[config.mk]
export PLATFORM = sky130hd
export DESIGN_NAME = stopwatch_n
export DESIGN_NICKNAME = d
export VERILOG_FILES = /design/src/rtl/stopwatch_pkg.sv /design/src/rtl/key_debounce.sv /design/src/rtl/stopwatch_n.sv
export SDC_FILE = /design/constraint.sdc
export NUM_CORES = 1
export LEC_CHECK = 0
export BUFFER_PORTS_ARGS = -buffer_cell sky130_fd_sc_hd__buf_4
export CELL_PAD_IN_SITES_DETAIL_PLACEMENT = 1
export CELL_PAD_IN_SITES_GLOBAL_PLACEMENT = 2
export CORE_ASPECT_RATIO = 1.75
export CORE_MARGIN = 3
export CORE_UTILIZATION = 35
export CTS_CLUSTER_DIAMETER = 120
export DETAILED_ROUTE_END_ITERATION = 16
export PLACE_DENSITY = 0.77
export SLEW_MARGIN = 5
export SYNTH_ARGS = -nofsm -noshare
export SYNTH_HDL_FRONTEND = slang
export SYNTH_SLANG_ARGS = --single-unit
[constraint.sdc]
create_clock -name clk -period 2.9 [get_ports clk]
set_clock_uncertainty 0.15 [all_clocks]
set_input_delay 0.58 -clock clk [delete_from_list [all_inputs] [get_ports clk]]
set_output_delay 0.58 -clock clk [all_outputs]
set_load 0.01 [all_outputs]
[src/rtl/stopwatch_pkg.sv]
// Shared definitions for the stopwatch: run/stop state encoding and default timing constants.
package stopwatch_pkg;

    typedef enum logic {
        STOP = 1'b0,
        RUN  = 1'b1
    } state_t;

    localparam int DEFAULT_CLK_HZ          = 50000000;
    localparam int DEFAULT_TICK_HZ         = 1;
    localparam int DEFAULT_DEBOUNCE_CYCLES = 500000;

endpackage

[src/rtl/key_debounce.sv]
// Synchronises an active-low key and emits a single-cycle pulse on each accepted press.
module key_debounce
    import stopwatch_pkg::*;
#(
    parameter int DEBOUNCE_CYCLES = DEFAULT_DEBOUNCE_CYCLES
) (
    input  logic clk,
    input  logic rst,
    input  logic key_n,
    output logic press
);

    localparam int CW = $clog2(DEBOUNCE_CYCLES + 1);
    localparam logic [CW-1:0] CNT_LIMIT = CW'(DEBOUNCE_CYCLES);

    logic          r_sync1;
    logic          r_sync2;
    logic          r_stable;
    logic [CW-1:0] r_cnt;
    logic          r_press;

    // The counter runs while the synchronised level disagrees with the accepted one;
    // any return to the accepted level restarts the qualification window.
    always_ff @(posedge clk) begin
        if (rst) begin
            r_sync1  <= 1'b1;
            r_sync2  <= 1'b1;
            r_stable <= 1'b1;
            r_cnt    <= '0;
            r_press  <= 1'b0;
        end else begin
            r_sync1 <= key_n;
            r_sync2 <= r_sync1;
            r_press <= 1'b0;
            if (r_sync2 == r_stable) begin
                r_cnt <= '0;
            end else if (r_cnt == CNT_LIMIT) begin
                r_stable <= r_sync2;
                r_cnt    <= '0;
                r_press  <= ~r_sync2;
            end else begin
                r_cnt <= r_cnt + 1'b1;
            end
        end
    end

    assign press = r_press;

endmodule

[src/rtl/stopwatch_n.sv]
// Start/stop, clear and direction-controlled stopwatch counting at TICK_HZ with wrap at MAX_COUNT.
module stopwatch_n
    import stopwatch_pkg::*;
#(
    parameter int CLK_HZ          = DEFAULT_CLK_HZ,
    parameter int TICK_HZ         = DEFAULT_TICK_HZ,
    parameter int WIDTH           = 8,
    parameter int MAX_COUNT       = 2**WIDTH - 1,
    parameter int DEBOUNCE_CYCLES = DEFAULT_DEBOUNCE_CYCLES
) (
    input  logic             clk,
    input  logic             rst,
    input  logic             key0,
    input  logic             key1,
    input  logic             key2,
    output logic [WIDTH-1:0] count,
    output logic             running,
    output logic             dir_down,
    output logic             wrap
);

    localparam int DIV = CLK_HZ / TICK_HZ;
    localparam int PW  = $clog2(DIV);
    localparam logic [PW-1:0]    PRESC_LAST = PW'(DIV - 1);
    localparam logic [WIDTH-1:0] COUNT_LAST = WIDTH'(MAX_COUNT);

    logic             w_start;
    logic             w_clear;
    logic             w_toggle;
    logic             w_tick;
    logic [WIDTH-1:0] w_count_next;
    logic             w_wrap_next;
    state_t           w_state_next;

    state_t           r_state;
    logic [PW-1:0]    r_presc;
    logic [WIDTH-1:0] r_count;
    logic             r_dir;
    logic             r_wrap;

    key_debounce #(.DEBOUNCE_CYCLES(DEBOUNCE_CYCLES)) u_key0 (
        .clk(clk), .rst(rst), .key_n(key0), .press(w_start)
    );
    key_debounce #(.DEBOUNCE_CYCLES(DEBOUNCE_CYCLES)) u_key1 (
        .clk(clk), .rst(rst), .key_n(key1), .press(w_clear)
    );
    key_debounce #(.DEBOUNCE_CYCLES(DEBOUNCE_CYCLES)) u_key2 (
        .clk(clk), .rst(rst), .key_n(key2), .press(w_toggle)
    );

    always_ff @(posedge clk) begin
        if (rst) begin
            r_state <= STOP;
        end else begin
            r_state <= w_state_next;
        end
    end

    always_comb begin
        w_state_next = r_state;
        if (w_start) begin
            w_state_next = (r_state == STOP) ? RUN : STOP;
        end
    end

    assign w_tick = (r_state == RUN) && (r_presc == PRESC_LAST);

    // The tick steps in the direction held before any same-cycle toggle.
    always_comb begin
        w_count_next = r_count;
        w_wrap_next  = 1'b0;
        if (!r_dir) begin
            if (r_count == COUNT_LAST) begin
                w_count_next = '0;
                w_wrap_next  = 1'b1;
            end else begin
                w_count_next = r_count + 1'b1;
            end
        end else begin
            if (r_count == '0) begin
                w_count_next = COUNT_LAST;
                w_wrap_next  = 1'b1;
            end else begin
                w_count_next = r_count - 1'b1;
            end
        end
    end

    always_ff @(posedge clk) begin
        if (rst) begin
            r_presc <= '0;
            r_count <= '0;
            r_dir   <= 1'b0;
            r_wrap  <= 1'b0;
        end else begin
            r_wrap <= 1'b0;
            if (w_toggle) begin
                r_dir <= ~r_dir;
            end
            if (w_clear) begin
                r_presc <= '0;
                r_count <= '0;
            end else begin
                if (r_state == RUN) begin
                    r_presc <= w_tick ? '0 : r_presc + 1'b1;
                end
                if (w_tick) begin
                    r_count <= w_count_next;
                    r_wrap  <= w_wrap_next;
                end
            end
        end
    end

    assign count    = r_count;
    assign running  = (r_state == RUN);
    assign dir_down = r_dir;
    assign wrap     = r_wrap;

endmodule
==> Yosys cells after proc, flatten, opt, wreduce, memory -nomap -nowiden <==
Cells that the tools add are included.
{ "classes": {"div_mod_pow": 0, "n_shift": 0, "n_mux": 8, "add_sub_neg": 6, "n_reduce_logical": 13, "n_lt_le_gt_ge": 0, "eq_ne": 8, "n_bitwise": 11, "mul": 0} }
{ "op_table": {"columns": ["cell", "count"], "rows": [
  ["adder 19 x 1 -> 19 bit (second input constant)", 3],
  ["== test 19 bit (second input constant)", 3],
  ["adder 26 x 1 -> 26 bit (second input constant)", 1],
  ["== test 26 bit (second input constant)", 1],
  ["2-to-1 mux 26 bit", 1],
  ["2-to-1 mux 8 bit", 3],
  ["OR reduction 3 bit", 7],
  ["inverter 1 bit", 11],
  ["adder 8 x 1 -> 8 bit (second input constant)", 1],
  ["== test 8 bit (second input constant)", 1],
  ["zero test 8 bit", 1],
  ["subtractor 8 x 1 -> 8 bit (second input constant)", 1],
  ["AND reduction 2 bit", 3],
  ["2-to-1 mux 1 bit", 4],
  ["== test 1 bit", 3],
  ["OR reduction 2 bit", 1],
  ["logical AND 1 bit", 1]
]} }
{ "word_totals": {"output_inout_bits": 11, "inputBits": 5, "rom_bits": 0, "reg_bits": 106, "mem_count": 0, "elab_cells": 66, "latch_bits": 0, "ram_bits": 0} }

==> Depth between registers and ports, before layout <==
Gate-level depths: netlist of run 1.
{ "depth": {"depth_word": 4, "ltp_mapped": 9, "mapped_depth_nobuf": 7} }

==> Cells and area by module <==
A second synthesis of run 1 with hierarchy kept.
{ "hier_totals": {"cells_unflattened": 619, "area_unflattened_um2": 5252.5} }
{ "by_module_without_submodules": {"columns": ["mod", "seq_area_each_um2", "area_each_um2", "cells_each", "instances"], "rows": [
  ["stopwatch_n", 740.7, 2165.8, 265, 1],
  ["key_debounce (u_key0 ...)", 460.4, 1029.7, 119, 2],
  ["key_debounce (u_key2)", 460.4, 1027.2, 116, 1]
]} }

==> Least setup slack after synthesis of run 1 <==
No wires, ideal clock.
{ "synth_timing": {"path_type": "reg2reg", "from": "reg r_presc[0]", "to": "reg r_presc[4]", "path_stages_with_launch": 10, "required_time_ps": 2635, "period_less_slack_ps": 2126, "setup_ps": 115, "t_arrival_ps": 1861, "setup_slack_ps": 774, "n_path_buf": 3, "path_cell_list": "dfxtp_1 > ha_1 > and4_1 > buf_4 > nand3_2 > or4_1 > buf_2 > nand2_2 > buf_4 > nor2_1"} }
{ "synth_between": {"elab_chain_len": 3, "word_cells_on_any_way": 4, "classes_between": "1 x add/sub; 1 x eq/ne; 1 x mux; 1 x reduce/logical"} }
{ "synth_lines": {"columns": ["element", "line_no", "text"], "rows": [
  ["start, declared", "stopwatch_n.sv:36", "logic [PW-1:0] r_presc;"],
  ["start signal, assigned", "stopwatch_n.sv:105", "r_presc <= w_tick ? '0 : r_presc + 1'b1;"],
  ["parallel branches: the longest is 2 deep, another holds adder 26 x 1 -> 26 bit", null, null],
  ["2-to-1 mux 26 bit *", "stopwatch_n.sv:105", null]
]} }
Mark *: on every way between the ends.
A chain may end at the register's enable or synchronous reset.

==> Worst setup path after layout of run 1 <==
{ "layout_timing": {"from": "reg r_presc[0]", "to": "reg r_presc[15]"} }
The elaborated chain is that of the path after synthesis.

==> impl_metrics.toml, run 1 <==
[floorplan]
io_pins = 16
die_w_um = 95.8
die_area_sq_um = 15600
rows = 56
coreArea_sq_um = 13600
die_h_um = 163
initial_core_util = 0.364

[timing]
slew_violations = 0
rsz0062_at_grt = "no"
clock.fmax_ghz = 0.401
finalHoldViolCount = 0
finalCriticalPeriod_ns = 2.49
worst_slew_pin_slew_ns = 0.694
final.setup.worst_slack_ns = 0.406
relSlewSlack = 0.531
holdWs_ns = 0.266
fin_crit_sh = 0.860
finalSetupTns_ns = 0
setup_violations = 0

[cts]
cts.clk_slew.worst_paths_ns = 0.07
clockRootBuffer = "clkbuf_16"
cts_resized = 0
ctsHoldBuffers = 0
clock_latency_ns = 0.34
postCtsSetupBuffers = 0
numCtsBuffers = 9
cts_tree = "done"
htree_levels = 3
clock-sinks = 106
clock_path_buffers = 2

[hold_path]
min_path_type = "flop to flop"

[layout]
antennaDiodeCount = 0
area_growth_pct = 11.8
layoutNonFillerInstCount = 768
final_common_cell = "dfxtp_1"
final_cell_mix = "106 x dfxtp_1, 105 x nor2_1, 42 x xor2_1, 42 x nand3_1, 38 x nand2_1"
post-route-util = 0.407
fin_nets = 605
final_area_sq_um = 5530
drive_gt1_frac = 0.0791

[yosys]
syn_inst = 581
syn-cell-area_sq_um = 4940
yosysSeqAreaShare = 0.429
ys_types = 45
ys_ff_latch = 106
async_reset_ff_frac = 0
synth_edf_count = 0
synth_nets = 596
synth_ff_type = "dfxtp_1"
syn_avg_cell_area_sq_um = 8.51
ys_warn_count = 0

[route]
drtPass1Iterations = 4
route.detailed.drc = 0
drt_wl_total_um = 11500
vias_per_cell = 5.24
drt_first_iter_violations = 109
vias = 4021
ant_nets = 0
routedWlPerCell_um = 15.0

[placed_design]
dp_slack_ns = 0.363
place_hpwl_um = 8410
place_congestion = 0.778
port_buffers = 15
dpl_cell_area_sq_um = 5210
place_inst = 753

[global_route]
grt_start_max_net_pins = 25
grt_usage = 0.159
grt_pass1_vias = 4216
grt_pass1_wl_um = 20000
antenna_found_initial = 0
overflow = 0

[worst_setup_path]
critPathSlowestCell = "or4_1"
crit_end = "r_presc[15]"
cp_top_family = "simple AND/OR/NAND/NOR gates"
worstPathCellList = "ha_1 > and4_1 > nand3_2 > or4_1 > nand2_2 > nor2_1"
start_kind = "flop"
arrival_ns = 2.55
cp.depth = 6
rrSetupSlack_ns = 0.41
rr_startpoint = "r_presc[0]"
timing.rr.end = "r_presc[15]"
crit_start = "r_presc[0]"
path_buf_inv = 0
reg2reg_depth = 6
cp_data_required_time_ns = 2.96
crit_fanout = 24
cp-end-kind = "flop"
worstSetupPathType = "flop to flop"
slowest_delay_ns = 0.67

[pwr]
p_per_area_nw_per_um2 = 511
p_leak_nw = 1.75
p_total_mw = 2.83
peakVddDrop_mv = 0.344

[status]
status = "finished clean"

[job]
drv_cap = 0
power breakdown:
part           switching (mW)  internal [mW]  leakage (nW)
sequential            0.00772           1.46         0.855
clock                   0.514          0.800         0.156
combinational          0.0260         0.0162         0.735
worst min path at each step:
stage,from,endpoint,depth (start not counted)
floorplan,u_key0.r_sync1,u_key0.r_sync2,1
global placement,u_key2.r_sync1,u_key2.r_sync2,1
detailed placement,u_key1.r_sync1,u_key1.r_sync2,1
CTS,key2,u_key2.r_sync1,2
global route,key2,u_key2.r_sync1,2
finish,u_key1.r_sync1,u_key1.r_sync2,1
Yosys cell counts, types with 5 or more instances:
cell / n / share of area
nor3_1: 12 / 0.012
nand3_1: 42 / 0.043
o31ai_1: 5 / 0.0076
o21ai_0: 7 / 0.0071
buf_2: 5 / 0.0051
ha_1: 10 / 0.025
xor2_1: 42 / 0.074
or4_1: 8 / 0.012
a21oi_1: 16 / 0.016
xnor2_1: 35 / 0.062
nor4_1: 13 / 0.016
buf_4: 7 / 0.011
nor4b_1: 7 / 0.012
dfxtp_1: 106 / 0.43
nand4_1: 24 / 0.030
clkbuf_1: 12 / 0.0091
nand2_1: 38 / 0.029
or3_1: 9 / 0.011
a211o_1: 6 / 0.011
nor2_1: 105 / 0.080
or2_2: 7 / 0.0089
and3_1: 12 / 0.015
inv_1: 15 / 0.011
area by class of cell:
cell class / instances / area, sq um
fillers: 1657 / 8070
multi-input cells: 435 / 2640
flip-flops and latches: 106 / 2120
clock buffers: 13 / 260
well taps: 174 / 218
repair buffers: 23 / 173
clock inverters: 2 / 60.1
inverters: 15 / 56.3
routing by layer:
layer,global-route usage,share of wire
met1,0.173,0.41
met2,0.300,0.56
met3,0.0217,0.014
met4,0.0609,0.018
met5,0,0
cells by family (layout without fill, tap and decap cells):
logic type	count (synthesis)	count (layout)	share of synthesized area
AOI/OAI and AO/OA	45	45	0.0587
xor gates and xnor gates	77	77	0.136
adders and majority gates	10	10	0.0253
buffers and inverters	40	53	0.0370
DFF	106	106	0.429
muxes	1	1	0.00203
and+or+nand+nor	302	302	0.311
state kept, by name, summed over array words and instances (netlist names), 8 cells and up:
| register | cells |
|---|---|
| r_presc | 26 |
| u_key0.r_cnt | 19 |
| u_key1.r_cnt | 19 |
| u_key2.r_cnt | 19 |
| count | 8 |
(Power assumes the default switching activity.)
==> run 2, diff against run 1 <==
--- a/config.mk
+++ b/config.mk
@@ -17,4 +17,5 @@
 export SLEW_MARGIN = 5
 export SYNTH_ARGS = -nofsm -noshare
 export SYNTH_HDL_FRONTEND = slang
+export SYNTH_HIERARCHICAL = 1
 export SYNTH_SLANG_ARGS = --single-unit
==> run 2 against run 1 <==
  * Hold slack worse by 0.0052 ns
  * Largest power group unchanged
  * Maximum frequency rose by 4.8%
  * Total power is 1.2% lower
  * Wire length up 14%
  * Clock power about the same
  * Cell area rose by 6.2%
  * Critical path type unchanged
==> impl_metrics.toml, run 2 <==
[status]
status = "finished clean"

[worst_setup_path]
path_buf_inv = 0
cp_data_required_time_ns = 3.02
cp-end-kind = "flop"
slowest_delay_ns = 0.63
start_kind = "flop"
crit_fanout = 15
worstPathCellList = "and4_1 > nand3_1 > or4_1 > a21oi_1"
critPathSlowestCell = "or4_1"
cp_top_family = "simple AND/OR/NAND/NOR gates"
arrival_ns = 2.50
worstSetupPathType = "flop to flop"

[placed_design]
dp_slack_ns = 0.517
port_buffers = 15
place_congestion = 0.758
place_hpwl_um = 9650

[global_route]
grt_start_max_net_pins = 25
overflow = 0
antenna_found_initial = 0
grt_usage = 0.165
grt_pass1_wl_um = 22900
grt_pass1_vias = 4773

[timing]
relSlewSlack = 0.555
finalSetupTns_ns = 0
final.setup.worst_slack_ns = 0.519
finalHoldViolCount = 0
worst_slew_pin_slew_ns = 0.661
setup_violations = 0
fin_crit_sh = 0.821
rsz0062_at_grt = "no"
slew_violations = 0
finalCriticalPeriod_ns = 2.38
clock.fmax_ghz = 0.420

[layout]
antennaDiodeCount = 0
top_register = "r_presc"
fin_nets = 647
drive_gt1_frac = 0.119
multi_input_area_sq_um = 2910
largest_reg_flops = 26
post-route-util = 0.404
regArea_sq_um = 2120
final_cell_mix = "106 x dfxtp_1, 69 x nor2_1, 43 x a21oi_1, 40 x nand3_1, 35 x nand2_1"
fillers = 1762
area_growth_pct = 11.7
final_common_cell = "dfxtp_1"

[route]
drtPass1Iterations = 4
drt_first_iter_violations = 144
routedWlPerCell_um = 16.1
vias_per_cell = 5.65
vias = 4615
ant_nets = 0
route.detailed.drc = 0
drt_wl_total_um = 13100

[cts]
cts.clk_slew.worst_paths_ns = 0.07
clock_path_buffers = 2
postCtsSetupBuffers = 0
numCtsBuffers = 9
ctsHoldBuffers = 0
cts_tree = "done"
clock-sinks = 106
clock_latency_ns = 0.35
clockRootBuffer = "clkbuf_16"
htree_levels = 3
cts_resized = 0

[pwr]
p_leak_nw = 1.76
p_per_area_nw_per_um2 = 476
peakVddDrop_mv = 0.326

[yosys]
ys_types = 63
async_reset_ff_frac = 0
synth_ff_type = "dfxtp_1"
synth_area_leaders = "dfxtp_1 40%, xnor2_1 5.2%, nor2_1 4.9%"
synth_edf_count = 0
synth.largest_area_cell = "dfxtp_1"
syn_inst = 619
syn-cell-area_sq_um = 5250
synth_top_cells_by_count = "106 x dfxtp_1, 69 x nor2_1, 43 x a21oi_1, 40 x nand3_1, 35 x nand2_1"
yosysSeqAreaShare = 0.404
syn_avg_cell_area_sq_um = 8.49
yosys.area.top_type_share = 0.404
ys_warn_count = 6
synth_nets = 634
ys_ff_latch = 106
yosysMostFrequentCell = "dfxtp_1"

[floorplan]
die_h_um = 168
initial_core_util = 0.362
die_area_sq_um = 16600
rows = 58
coreArea_sq_um = 14500
die_w_um = 98.6
io_pins = 16

[job]
drv_cap = 0

[hold_path]
min_path_type = "primary input to flop"
==> run 2: logic make-up after synthesis <==
group           Yosys count  synth area share
fa+ha+maj                10            0.0238
compound gates          122             0.150
buf+inv                  50            0.0414
simple gates            285             0.304
xor+xnor                 46            0.0767
flops                   106             0.404
==> run 2: per-stage QoR <==
step / hold WS [ns] / power [mW] / cell area (sq um) / cells
2_1_floorplan: 0.239 / 1.52 / 5250 / 619
3_3_place_gp: 0.245 / 1.53 / 5560 / 801
3_5_place_dp: 0.247 / 1.54 / 5560 / 801
4_1_cts: 0.248 / 2.84 / 5870 / 817
5_1_grt: 0.256 / 2.91 / 5870 / 817
6_report: 0.261 / 2.79 / 5870 / 817
==> run 2: worst register-to-register path: cells and delay by family, from the launching register on <==
family | cells | cell delay, ns
AO/OA/AOI/OAI | 1 | 0.15
flip-flops | 1 | 0.53
AND/OR/NAND/NOR | 3 | 1.48
==> run 2: layer usage <==
layer  GRT usage  vias up  routed length, um
li1            -     2285                  -
met1       0.182     2292               5440
met2       0.314       26               7300
met3      0.0265       12                225
met4      0.0589        0                171
met5           0        -                  0
==> run 2: layout make-up <==
| class | instances | area share |
|---|---|---|
| clock buffer | 10 | 0.0407 |
| clock inverter | 6 | 0.0126 |
| inverter | 25 | 0.0160 |
| multi-input combinational | 463 | 0.496 |
| sequential | 106 | 0.362 |
| tap | 180 | 0.0384 |
| timing repair buffer | 27 | 0.0345 |
==> run 2: worst paths after layout <==
check	end	depth (start not counted)	slack, ns	from
setup / recovery	r_presc[16]	4	0.52	running
hold / removal	u_key2/r_sync1	2	0.26	key2
setup reg to reg	r_presc[16]	4	0.52	running
hold reg to reg	u_key1/r_sync2	1	0.26	u_key1/r_sync1
==> run 2: power by group <==
part           switching [mW]  internal (mW)  total [mW]
clock                   0.586          0.707        1.29
sequential            0.00358           1.46        1.46
combinational          0.0235         0.0135      0.0371
total                   0.614           2.18        2.79
